`config.mk`:
```
export PLATFORM = sky130hd
export DESIGN_NAME = fpu_mult_arb
export DESIGN_NICKNAME = d
export VERILOG_FILES = /design/src/rtl/fpu_pkg.sv /design/src/rtl/fpu_mult.sv /design/src/rtl/fpu_mult_arb.sv
export SDC_FILE = /design/constraint.sdc
export NUM_CORES = 2
export LEC_CHECK = 0
export ABC_CLOCK_PERIOD_IN_PS = 20600
export CAP_MARGIN = 15
export CORE_UTILIZATION = 45
export DETAILED_ROUTE_END_ITERATION = 10
export SYNTH_ARGS = -nofsm -noshare
export SYNTH_HDL_FRONTEND = slang
export SYNTH_SLANG_ARGS = --single-unit
```
`constraint.sdc`:
```
create_clock -name clk -period 20.6 [get_ports clk]
set_input_delay 2.06 -clock clk [delete_from_list [all_inputs] [get_ports clk]]
set_output_delay 2.06 -clock clk [all_outputs]
set_load 0.02 [all_outputs]
```
`src/rtl/fpu_pkg.sv`:
```
`default_nettype none
// ============================================================================
//  Module      : fpu_pkg
//  Description : Shared FPU definitions: the arbiter state encoding,
//                single-precision field positions and the requester limit.
//  Revision    : 1.0 - initial release
// ============================================================================
package fpu_pkg;

   // Arbiter state: idle/arbitrate, register product, present response.
   typedef enum logic [1:0] {
      IDLE = 2'd0,
      CALC = 2'd1,
      RESP = 2'd2
   } state_t;

   localparam int FP_W     = 32;
   localparam int EXP_MSB  = 30;
   localparam int EXP_LSB  = 23;
   localparam int SIGN_BIT = 31;
   localparam int MAX_REQ  = 8;

endpackage
`default_nettype wire

```
`src/rtl/fpu_mult.sv`:
```
`default_nettype none
// ============================================================================
//  Module      : fpu_mult
//  Description : Combinational single-precision multiplier core. It always
//                assumes an implicit leading one, adds biased exponents
//                modulo 256 and truncates the significand. Zero, subnormal,
//                NaN/Inf and overflow are not treated specially.
//  Ports       : a, b  - IEEE 754 operands
//                p     - raw product
//  Revision    : 1.0 - initial release
// ============================================================================
module fpu_mult
   import fpu_pkg::*;
(
   input  logic [FP_W-1:0] a,
   input  logic [FP_W-1:0] b,
   output logic [FP_W-1:0] p
);

   logic [47:0] w_prod;
   logic [24:0] w_hi;
   logic        w_norm;
   logic [22:0] w_mant;
   logic [7:0]  w_exp;

   always_comb begin
      w_prod = {24'b0, 1'b1, a[22:0]} * {24'b0, 1'b1, b[22:0]};
      // Keep the top 25 product bits: [24] is the carry into 2.x range.
      w_hi   = 25'(w_prod >> 23);
      w_norm = w_hi[24];
      w_mant = w_norm ? w_hi[23:1] : w_hi[22:0];
      w_exp  = a[EXP_MSB:EXP_LSB] + b[EXP_MSB:EXP_LSB] - 8'd127
               + {7'b0, w_norm};
      p      = {a[SIGN_BIT] ^ b[SIGN_BIT], w_exp, w_mant};
   end

endmodule
`default_nettype wire

```
`src/rtl/fpu_mult_arb.sv`:
```
`default_nettype none
// ============================================================================
//  Module      : fpu_mult_arb
//  Description : Round-robin arbiter sharing one fpu_mult among NUM_REQ
//                requesters. One transaction in flight: accept (IDLE),
//                register product (CALC), hold response until taken (RESP).
//  Ports       : clk, rst            - clock, async active-high reset
//                req_valid/req_ready - per-requester request handshake
//                req_a, req_b        - packed operands, 32 bits per requester
//                rsp_valid/rsp_ready - per-requester response handshake
//                rsp_data            - shared result bus (0 outside RESP)
//                busy                - high when not IDLE
//  Options     : FPU_MULT_ZERO_DETECT_EN - flush zero/subnormal operands to a
//                signed zero result.
//  Revision    : 1.0 - initial release
// ============================================================================
module fpu_mult_arb
   import fpu_pkg::*;
#(
   parameter int NUM_REQ = 2
)(
   input  logic                    clk,
   input  logic                    rst,
   input  logic [NUM_REQ-1:0]      req_valid,
   output logic [NUM_REQ-1:0]      req_ready,
   input  logic [NUM_REQ*FP_W-1:0] req_a,
   input  logic [NUM_REQ*FP_W-1:0] req_b,
   output logic [NUM_REQ-1:0]      rsp_valid,
   input  logic [NUM_REQ-1:0]      rsp_ready,
   output logic [FP_W-1:0]         rsp_data,
   output logic                    busy
);

   localparam int IDX_W = $clog2(NUM_REQ);
   localparam logic [NUM_REQ-1:0] C_ONE = NUM_REQ'(1);
   localparam logic [IDX_W-1:0]   C_LAST = IDX_W'(NUM_REQ - 1);

   state_t            r_state;
   logic [IDX_W-1:0]  r_ptr;
   logic [IDX_W-1:0]  r_owner;
   logic [FP_W-1:0]   r_a;
   logic [FP_W-1:0]   r_b;
   logic [FP_W-1:0]   r_res;

   logic              w_found;
   logic [IDX_W-1:0]  w_grant;
   logic [FP_W-1:0]   w_sel_a;
   logic [FP_W-1:0]   w_sel_b;
   logic [FP_W-1:0]   w_mult;
   logic [IDX_W-1:0]  w_ptr_next;

   // First valid index scanning upward from ptr with wrap-around.
   // Returns {found, index}.
   function automatic logic [IDX_W:0] rr_pick(
      input logic [NUM_REQ-1:0] valid,
      input logic [IDX_W-1:0]   ptr
   );
      logic             found;
      logic [IDX_W-1:0] idx;
      logic [IDX_W-1:0] cand;
      int               j;
      found = 1'b0;
      idx   = '0;
      for (int k = 0; k < NUM_REQ; k++) begin
         j = int'(ptr) + k;
         if (j >= NUM_REQ) j = j - NUM_REQ;
         cand = IDX_W'(j);
         if (!found && valid[cand]) begin
            found = 1'b1;
            idx   = cand;
         end
      end
      return {found, idx};
   endfunction

   always_comb begin
      {w_found, w_grant} = rr_pick(req_valid, r_ptr);
   end

   // Operand mux for the current winner.
   always_comb begin
      w_sel_a = '0;
      w_sel_b = '0;
      for (int i = 0; i < NUM_REQ; i++) begin
         if (IDX_W'(i) == w_grant) begin
            w_sel_a = req_a[i*FP_W +: FP_W];
            w_sel_b = req_b[i*FP_W +: FP_W];
         end
      end
   end

   assign w_ptr_next = (r_owner == C_LAST) ? '0 : r_owner + 1'b1;

   fpu_mult u_fpu_mult (
      .a (r_a),
      .b (r_b),
      .p (w_mult)
   );

   always_ff @(posedge clk or posedge rst) begin
      if (rst) begin
         r_state <= IDLE;
         r_ptr   <= '0;
         r_owner <= '0;
         r_a     <= '0;
         r_b     <= '0;
         r_res   <= '0;
      end else begin
         case (r_state)
            IDLE: begin
               if (w_found) begin
                  r_a     <= w_sel_a;
                  r_b     <= w_sel_b;
                  r_owner <= w_grant;
                  r_state <= CALC;
               end
            end
            CALC: begin
`ifdef FPU_MULT_ZERO_DETECT_EN
               // A zero exponent means zero or subnormal: flush to signed 0.
               if ((r_a[EXP_MSB:EXP_LSB] == '0) || (r_b[EXP_MSB:EXP_LSB] == '0))
                  r_res <= {r_a[SIGN_BIT] ^ r_b[SIGN_BIT], {(FP_W-1){1'b0}}};
               else
                  r_res <= w_mult;
`else
               r_res <= w_mult;
`endif
               r_state <= RESP;
            end
            RESP: begin
               if (rsp_ready[r_owner]) begin
                  r_ptr   <= w_ptr_next;
                  r_state <= IDLE;
               end
            end
            default: r_state <= IDLE;
         endcase
      end
   end

   // req_ready is gated by rst so it reads zero while reset is held.
   always_comb begin
      req_ready = '0;
      if (!rst && (r_state == IDLE) && w_found)
         req_ready = C_ONE << w_grant;
   end

   assign rsp_valid = (r_state == RESP) ? (C_ONE << r_owner) : '0;
   assign rsp_data  = (r_state == RESP) ? r_res : '0;
   assign busy      = (r_state != IDLE);

endmodule
`default_nettype wire

```
# After elaboration in Yosys (flattened, before gate mapping)
# Index checks and enable logic that the tools add are counted.
# Widths: inputs -> output; s select.
# word_totals
reg_bits	100
word_cells	58
out_inout_bits	37
inputBits	134
# op_classes
bitwise_logic	1
multipliers	1
magnitude_cmp	5
add_sub_neg	7
shift	2
n_eq_ne	4
muxes	22
reduce_logical	10
# op_table
op	count
$mux 32	3
$mul 24x24->48	1
$mux 23	1
$mux 1	13
$add 8x1->8	1
$add 8x8->8	1
$mux 2	4
$sub 8x7->8 const B	1
$lt 1x2->1 const B	3
$pmux 2 s3	1
$reduce_and 2->1	3
$ne 2x2->1 const B	2
$shl 1x1->2 const A	2
$logic_and 1x1->1	3
$add 1x1->2 const B	1
$eq 2x1->1 const B	1
$eq 2x2->1 const B	1
$ge 1x2->1 const B	1
$ge 2x2->1 const B	1
$logic_not 1->1	2
$logic_not 2->1	1
$reduce_bool 2->1	1
$sub 1x1->1 const B	2
$add 1x1->1 const B	1
$xor 1x1->1	1

# Depth between registers and ports, before layout
# depth
word_depth	10
depth_mapped	38
ltp_nobuf	35

# Modules after synthesis
# Synthesis repeated with hierarchy kept, for this count alone.
# hier_totals
hier_cells	2666
area_unflattened_um2	23862.9
# by_module_without_submodules
mod	instances	area_each_um2	seq_area_each_um2	cells_each
fpu_mult	1	18995.7	0.0	2167
fpu_mult_arb	1	4867.2	2502.4	499

# Worst setup path after synthesis
# OpenSTA, ideal clock, no wires.
# synth_timing
path_kind	flip-flop to flip-flop
start	register r_a[21]
end	register r_res[29]
t_arrival_ns	7.832
path_buffers	3
period_less_slack_ns	7.915
setup_slack_ns	12.685
stages_incl_launch_ff	37
required_ns	20.517
setup_time_ns	0.083
cell_sequence	dfrtp_1 clkbuf_1 nand2_1 fa_1 inv_1 fa_1 fa_1 inv_1 fa_1 inv_1 fa_1 fa_1 inv_1 fa_1 inv_1 ha_1 clkbuf_2 nand2_1 nor3_1 o2111ai_1 o21ai_1 a211oi_4 xnor2_2 buf_2 nand2_1 nand2_1 ha_1 inv_1 fa_1 inv_1 a21oi_1 o21bai_1 a21oi_1 nor2_1 nor2_1 xor2_1 o21ai_0
# synth_via
elab_chain_len	2
# synth_rtl
element	line	text
start, declared	fpu_mult_arb.sv:41	logic [FP_W-1:0] r_a;
start signal, assigned	fpu_mult_arb.sv:112	r_a <= w_sel_a;
$mul 24x24->48	fpu_mult.sv:27	w_prod = {24'b0, 1'b1, a[22:0]} * {24'b0, 1'b1, b[22:0]};
$add 8x1->8	fpu_mult.sv:33	+ {7'b0, w_norm};
end signal, assigned	fpu_mult_arb.sv:126	r_res <= w_mult;
end, declared	fpu_mult_arb.sv:43	logic [FP_W-1:0] r_res;
# No other way between the ends.
# A chain may end at the register's enable or synchronous reset.

# Worst setup path in the final report
# layout_timing
start	register r_b[8]
end	register r_res[29]
# layout_via
elab_chain_len	2
# layout_rtl
element	line	text
start, declared	fpu_mult_arb.sv:42	logic [FP_W-1:0] r_b;
start signal, assigned	fpu_mult_arb.sv:113	r_b <= w_sel_b;
$mul 24x24->48	fpu_mult.sv:27	
$add 8x1->8	fpu_mult.sv:33	
# No other way between the ends.

==> impl_metrics.ini <==
[layout]
antennaDiodeCount = 0
fin_util_pct = 50.9
fillers = 4883
multi_input_area_mm2 = 0.0182
final-seq-area_mm2 = 0.00250
synthToLayoutAreaGrowth_pct = 11.5
instances_no_fill = 3381
drive_gt1_share_pct = 2.70
nets = 3494

[synthesis]
synth_cell_type_count = 63
ys_seq_area_share_pct = 10.7
synth_warnings = 0
yosysTopAreaCell = fa_1
synth_edf_count = 0
syn_inst = 2609
syn_area_mm2 = 0.0234
synthFlopType = dfrtp_1
ys_ff_latch = 100
synth_top_area_share_pct = 41.2
async_reset_ff_share_pct = 100
syn_avg_cell_area_um2 = 8.97
synthTopCellsByArea = fa_1 41%, dfrtp_1 11%, ha_1 9.7%
synthMostInstantiatedCell = inv_1
synth_nets = 3407
synth_common_cells = 578 x inv_1, 482 x fa_1, 348 x nand2_1, 250 x and2_1, 182 x ha_1

[grt]
grt_start_max_net_pins = 92
grt_pass1_vias = 19742
grt_first_pass_wirelength_um = 104000
overflow = 0
grt_usage_pct = 25.5
antenna_found_initial = 2

[place]
hpwl_um = 51800
globalplace.congestion = 0.964
io_buffer_count = 170
pre_cts_ws_ns = 11.23
dp.cells = 3364

[floorplanning]
core-area_mm2 = 0.0513
die-area_mm2 = 0.0529
die_height_um = 230
dieWidth_um = 230
row_count = 83
initial_utilization_pct = 45.6
io_pins = 171

[critical_path]
cp_slowest_cell = dfrtp_1
r2r_setup_slack_ns = 11.12
crit_start = r_b[8]$_DFFE_PP0P_
worstRegToRegCells = 36
endpoint_kind = flop
r2r_end = r_res[29]$_DFFE_PP0N_
worstSetupPathType = reg2reg
critPathLaunchType = flop
crit_path_max_incr_delay_ns = 0.83
worstPathRequired_ns = 20.90
cp.arrival_ns = 9.78
r2r_start = r_b[8]$_DFFE_PP0P_
critPathMaxFanout = 26

[clocking]
clkTransAtPathRegs_ns = 0.08
post_cts_buffers = 0
clk_path_buf_depth = 2
hold_buffers = 0
clock_sinks = 100
clock-root-buffer = clkbuf_16
ctsHtreeMaxLevel = 3
clock_latency_ns = 0.38
cts_tree = yes
cts_buffers = 9
cts_resized = 0

[sta]
hold_violations = 0
setup_ws_ns = 11.12
worstMarginPinSlew_ns = 1.20
setup_viol = 0
finalSetupTns_ns = 0
finalCriticalPeriod_ns = 9.48
fin_worst_skew_ns = 0.0153
max_freq_mhz = 105
slew_violations = 0
relSlewSlack_pct = 19.8
period_share_pct = 46.0
rsz0062_at_grt = false

[job]
cap_violations = 0

[route]
first_iter_violations = 962
drcViolationCount = 0
routed_wl_um = 63800
wl_per_cell_um = 18.9
vias = 17724
final_antenna_net_count = 0
drtPass1Iterations = 5
avgViaCountPerCell = 5.24

[min_path]
holdPathEnd = r_res[26]$_DFFE_PP0N_
whs_path_depth = 2
hold_class = reg2reg
hp-start = r_res[26]$_DFFE_PP0N_

[status]
status = finished clean
## layout make-up
class | instances | share of cell area [%]
multi-input cells | 1798 | 69.9
flip-flops and latches | 100 | 9.59
inverters | 581 | 8.37
repair buffers | 206 | 7.63
well taps | 680 | 3.26
clock buffers | 9 | 0.863
clock inverters | 7 | 0.408
## registers in the layout, summed over array words and instances, names as in the netlist
name     count
r_ptr        1
r_owner      1
r_a         32
r_res       32
r_b         32
r_state      2
## per-layer routing
layer | part of all wire [%] | global-route usage [%]
met5 | 0 | 0
met4 | 3.6 | 9.13
met3 | 4.7 | 3.01
met2 | 52 | 45.9
met1 | 39 | 31.2
## how the worst max path moves through the flow
| stage | end | slack, ns | cells past startpoint |
|---|---|---|---|
| after global routing | r_res[29]$_DFFE_PP0N_ | 10.59 | 36 |
| after CTS | r_res[29]$_DFFE_PP0N_ | 11.20 | 36 |
| after detailed placement | r_res[29]$_DFFE_PP0N_ | 11.23 | 36 |
| after global placement | r_res[29]$_DFFE_PP0N_ | 11.30 | 36 |
| final | r_res[29]$_DFFE_PP0N_ | 11.12 | 36 |
| after floorplan | r_res[29]$_DFFE_PP0N_ | 12.68 | 36 |
## cell usage in the layout, fill, tap and decap left out, types with 8 or more instances in the layout
cell type / count
ha_1: 182
fa_1: 482
mux2i_1: 79
nand3_1: 9
and2_1: 250
o21ai_0: 48
buf_4: 35
clkbuf_16: 9
xnor2_1: 24
dfrtp_1: 100
clkdlybuf4s50_1: 170
nor2_1: 119
xor2_1: 11
a21o_1: 16
nand4_1: 8
a21oi_1: 117
nand2_1: 348
inv_1: 577
## through the flow
stage | hold WS [ns] | area, um2
finish | 0.477 | 26100
global route | 0.504 | 26100
CTS | 0.483 | 26100
detailed placement | 0.464 | 25700
global placement | 0.456 | 25700
floorplan | 0.437 | 23400
## kinds of logic after synthesis
group                      share of synthesized area, %
AOI/OAI and AO/OA                                  6.43
xor gates and xnor gates                           1.38
adders and majority gates                          51.0
muxes                                              3.48
and+or+nand+nor                                    15.6
buffers and inverters                              11.5
DFF                                                10.7
## critical path: cells and delay by family (launching register included)
| family | cells | cell delay (ns) |
|---|---|---|
| AO/OA/AOI/OAI | 9 | 1.67 |
| buffers and inverters | 10 | 1.37 |
| adder cells (fa/ha/maj) | 10 | 4.43 |
| AND/OR/NAND/NOR | 5 | 0.87 |
| flip-flops | 1 | 0.83 |
| XOR/XNOR | 2 | 0.21 |
Power is not shown: default switching activity piles up to over one toggle a cycle in this logic, so the estimate is an artifact.
==> RTL change: new RTL, config.mk and constraints unchanged <==
Add a define of `FPU_MULT_ZERO_DETECT_EN`.
--- a/src/rtl/fpu_mult_arb.sv
+++ b/src/rtl/fpu_mult_arb.sv
@@ -15,4 +15,6 @@
 //  Revision    : 1.0 - initial release
 // ============================================================================
+`define FPU_MULT_ZERO_DETECT_EN
+
 module fpu_mult_arb
    import fpu_pkg::*;
Function: changed (Yosys sat finds a counterexample within 4 cycles, from zero or initial values and one cycle with rst high).
==> RTL change against the unedited design <==
- routed wire length is 12% higher
- cell area is 0.15% higher
- synthesized area is 0.16% higher
- count of clock-buffer cells in the layout stayed put
- setup slack worse by 140 ps
- global-route usage is 3.1 points higher
- critical path depth is 3 lower
- fmax is 1.4% lower
- sequential cell count stayed put
- synthesized cell count is 0.11% higher
- largest cell class unchanged
- highest routed layer unchanged
Power is left out: the tool's default activity adds up to more than one toggle a clock period on the data nets, which glitch-free logic cannot reach.
==> RTL change: results (changes against the unedited design) <==
* Status: completed
* CTS Buf Count at 9 (unchanged)
* Ys async rst share at 100% (unchanged)
* Ratio of cells with drive above 1 in the final layout at 2.91% (+0.21 points)
* Synth top area share at 41.2% (-0.064 points)
* Vias in the first global route at 20200 (+2.5%)
* Final Skew at 15.4 ps (+0.0691 ps)
* Area post-placement at 25800 sq um (+0.18%)
* YS warnings at 0 (unchanged)
* Post-Synth XOR/XNOR Area at 1.35% (-0.034 points)
* Count of different cell masters after synthesis at 71 (+13%)
* Commonest cells in the netlist: 574 x inv_1, 482 x fa_1, 343 x nand2_1, 251 x and2_1, 182 x ha_1
* Main combinational cell family by area after synthesis: adder cells
* H-tree Lvls at 3 (unchanged)
* Post-CTS Setup Inserts at 0 (unchanged)
* Post-synthesis compound-gate area fraction at 6.44% (+0.011 points)
* Hold Crit Start: r_res[28]
* Clock buffer depth at 2 (unchanged)
* GR Util All Layers at 28.6% (+3.1 points)
* CP Max Fanout at 24 (-7.7%)
* Adder-Cell Fraction of Synth Area at 50.9% (-0.079 points)
* Hold EP: r_res[28]
* GP Congestion at 0.970 (+0.70%)
* Slew headroom at 13.0% (-6.8 points)
* Count leader, synth: inv_1
* Antenna violations before repair at 0 (-2)
* Post-synthesis mux area share at 3.25% (-0.22 points)
* Largest stage delay, worst path at 840 ps
* Min Tclk post-route at 9620 ps (+136 ps)
* First-pass GRT wire length at 115 mm (+10%)
* Slowest cell on the critical path: dfrtp_1
* Largest delay share family, worst path: adder cells
* Pin count of the biggest net entering global routing at 87 (-5.4%)
* DP Worst Slack at 11150 ps (-84.9 ps)
* Hold WS at 488 ps (+11.5 ps)
* Via density per instance at 5.33 (+1.6%)
* Hold/Removal Path Class: flip-flop to flip-flop
* Max-cap violations at 0 (unchanged)
* Multi-input gate area at 18300 sq um (+0.12%)
* Syn Inst Count at 2612 (+0.11%)
* Global Route met3 Usage at 5.69% (+2.7 points)
* Skew-Pair Late Insertion Delay at 380 ps (about the same)
* Met1 usage at 33.7% (+2.4 points)
* WL/cell at 21.1 um (+12%)
* R2r endpoint: r_res[29]
* Sequential share of the synthesized area at 10.7% (-0.017 points)
* Crit path DAT at 9870 ps (+90 ps)
* Initial DRC count at 1096 (+14%)
* GR Util met2 at 50.4% (+4.6 points)
* Final HPWL DP at 55.0 mm (+6.1%)
* Top Registers: r_a (32), r_b (32), r_res (32)
* Fillers at 4852 (-0.63%)
* Final std cells w/o fill at 3391 (+0.30%)
* Nets at 3504 (+0.29%)
* Area contributors post-synth: fa_1 41%, dfrtp_1 11%, ha_1 9.7%
-- RTL change: metal layers --
layer  share of wire (%)  up-vias  wire [um]
met2                  51      616      36200
met5                   0        -          0
met1                  38     9247      27200
li1                    -     8003          -
met4                 4.9        0       3520
met3                 6.6      203       4730
-- RTL change: cells by family (layout without fill, tap and decap cells) --
group                    Yosys count  after routing
flip-flops                       100            100
multiplexers                      76             76
XOR/XNOR                          36             36
adder cells (fa/ha/maj)          664            664
AO/OA/AOI/OAI                    246            246
AND/OR/NAND/NOR                  784            784
buffers and inverters            706            805
-- RTL change: final cells by class --
| class | instances | area share [%] |
|---|---|---|
| well taps | 680 | 3.26 |
| clock inverters | 7 | 0.316 |
| inverters | 576 | 8.28 |
| flip-flops and latches | 100 | 9.58 |
| repair buffers | 213 | 7.85 |
| multi-input cells | 1806 | 69.9 |
| clock buffers | 9 | 0.862 |
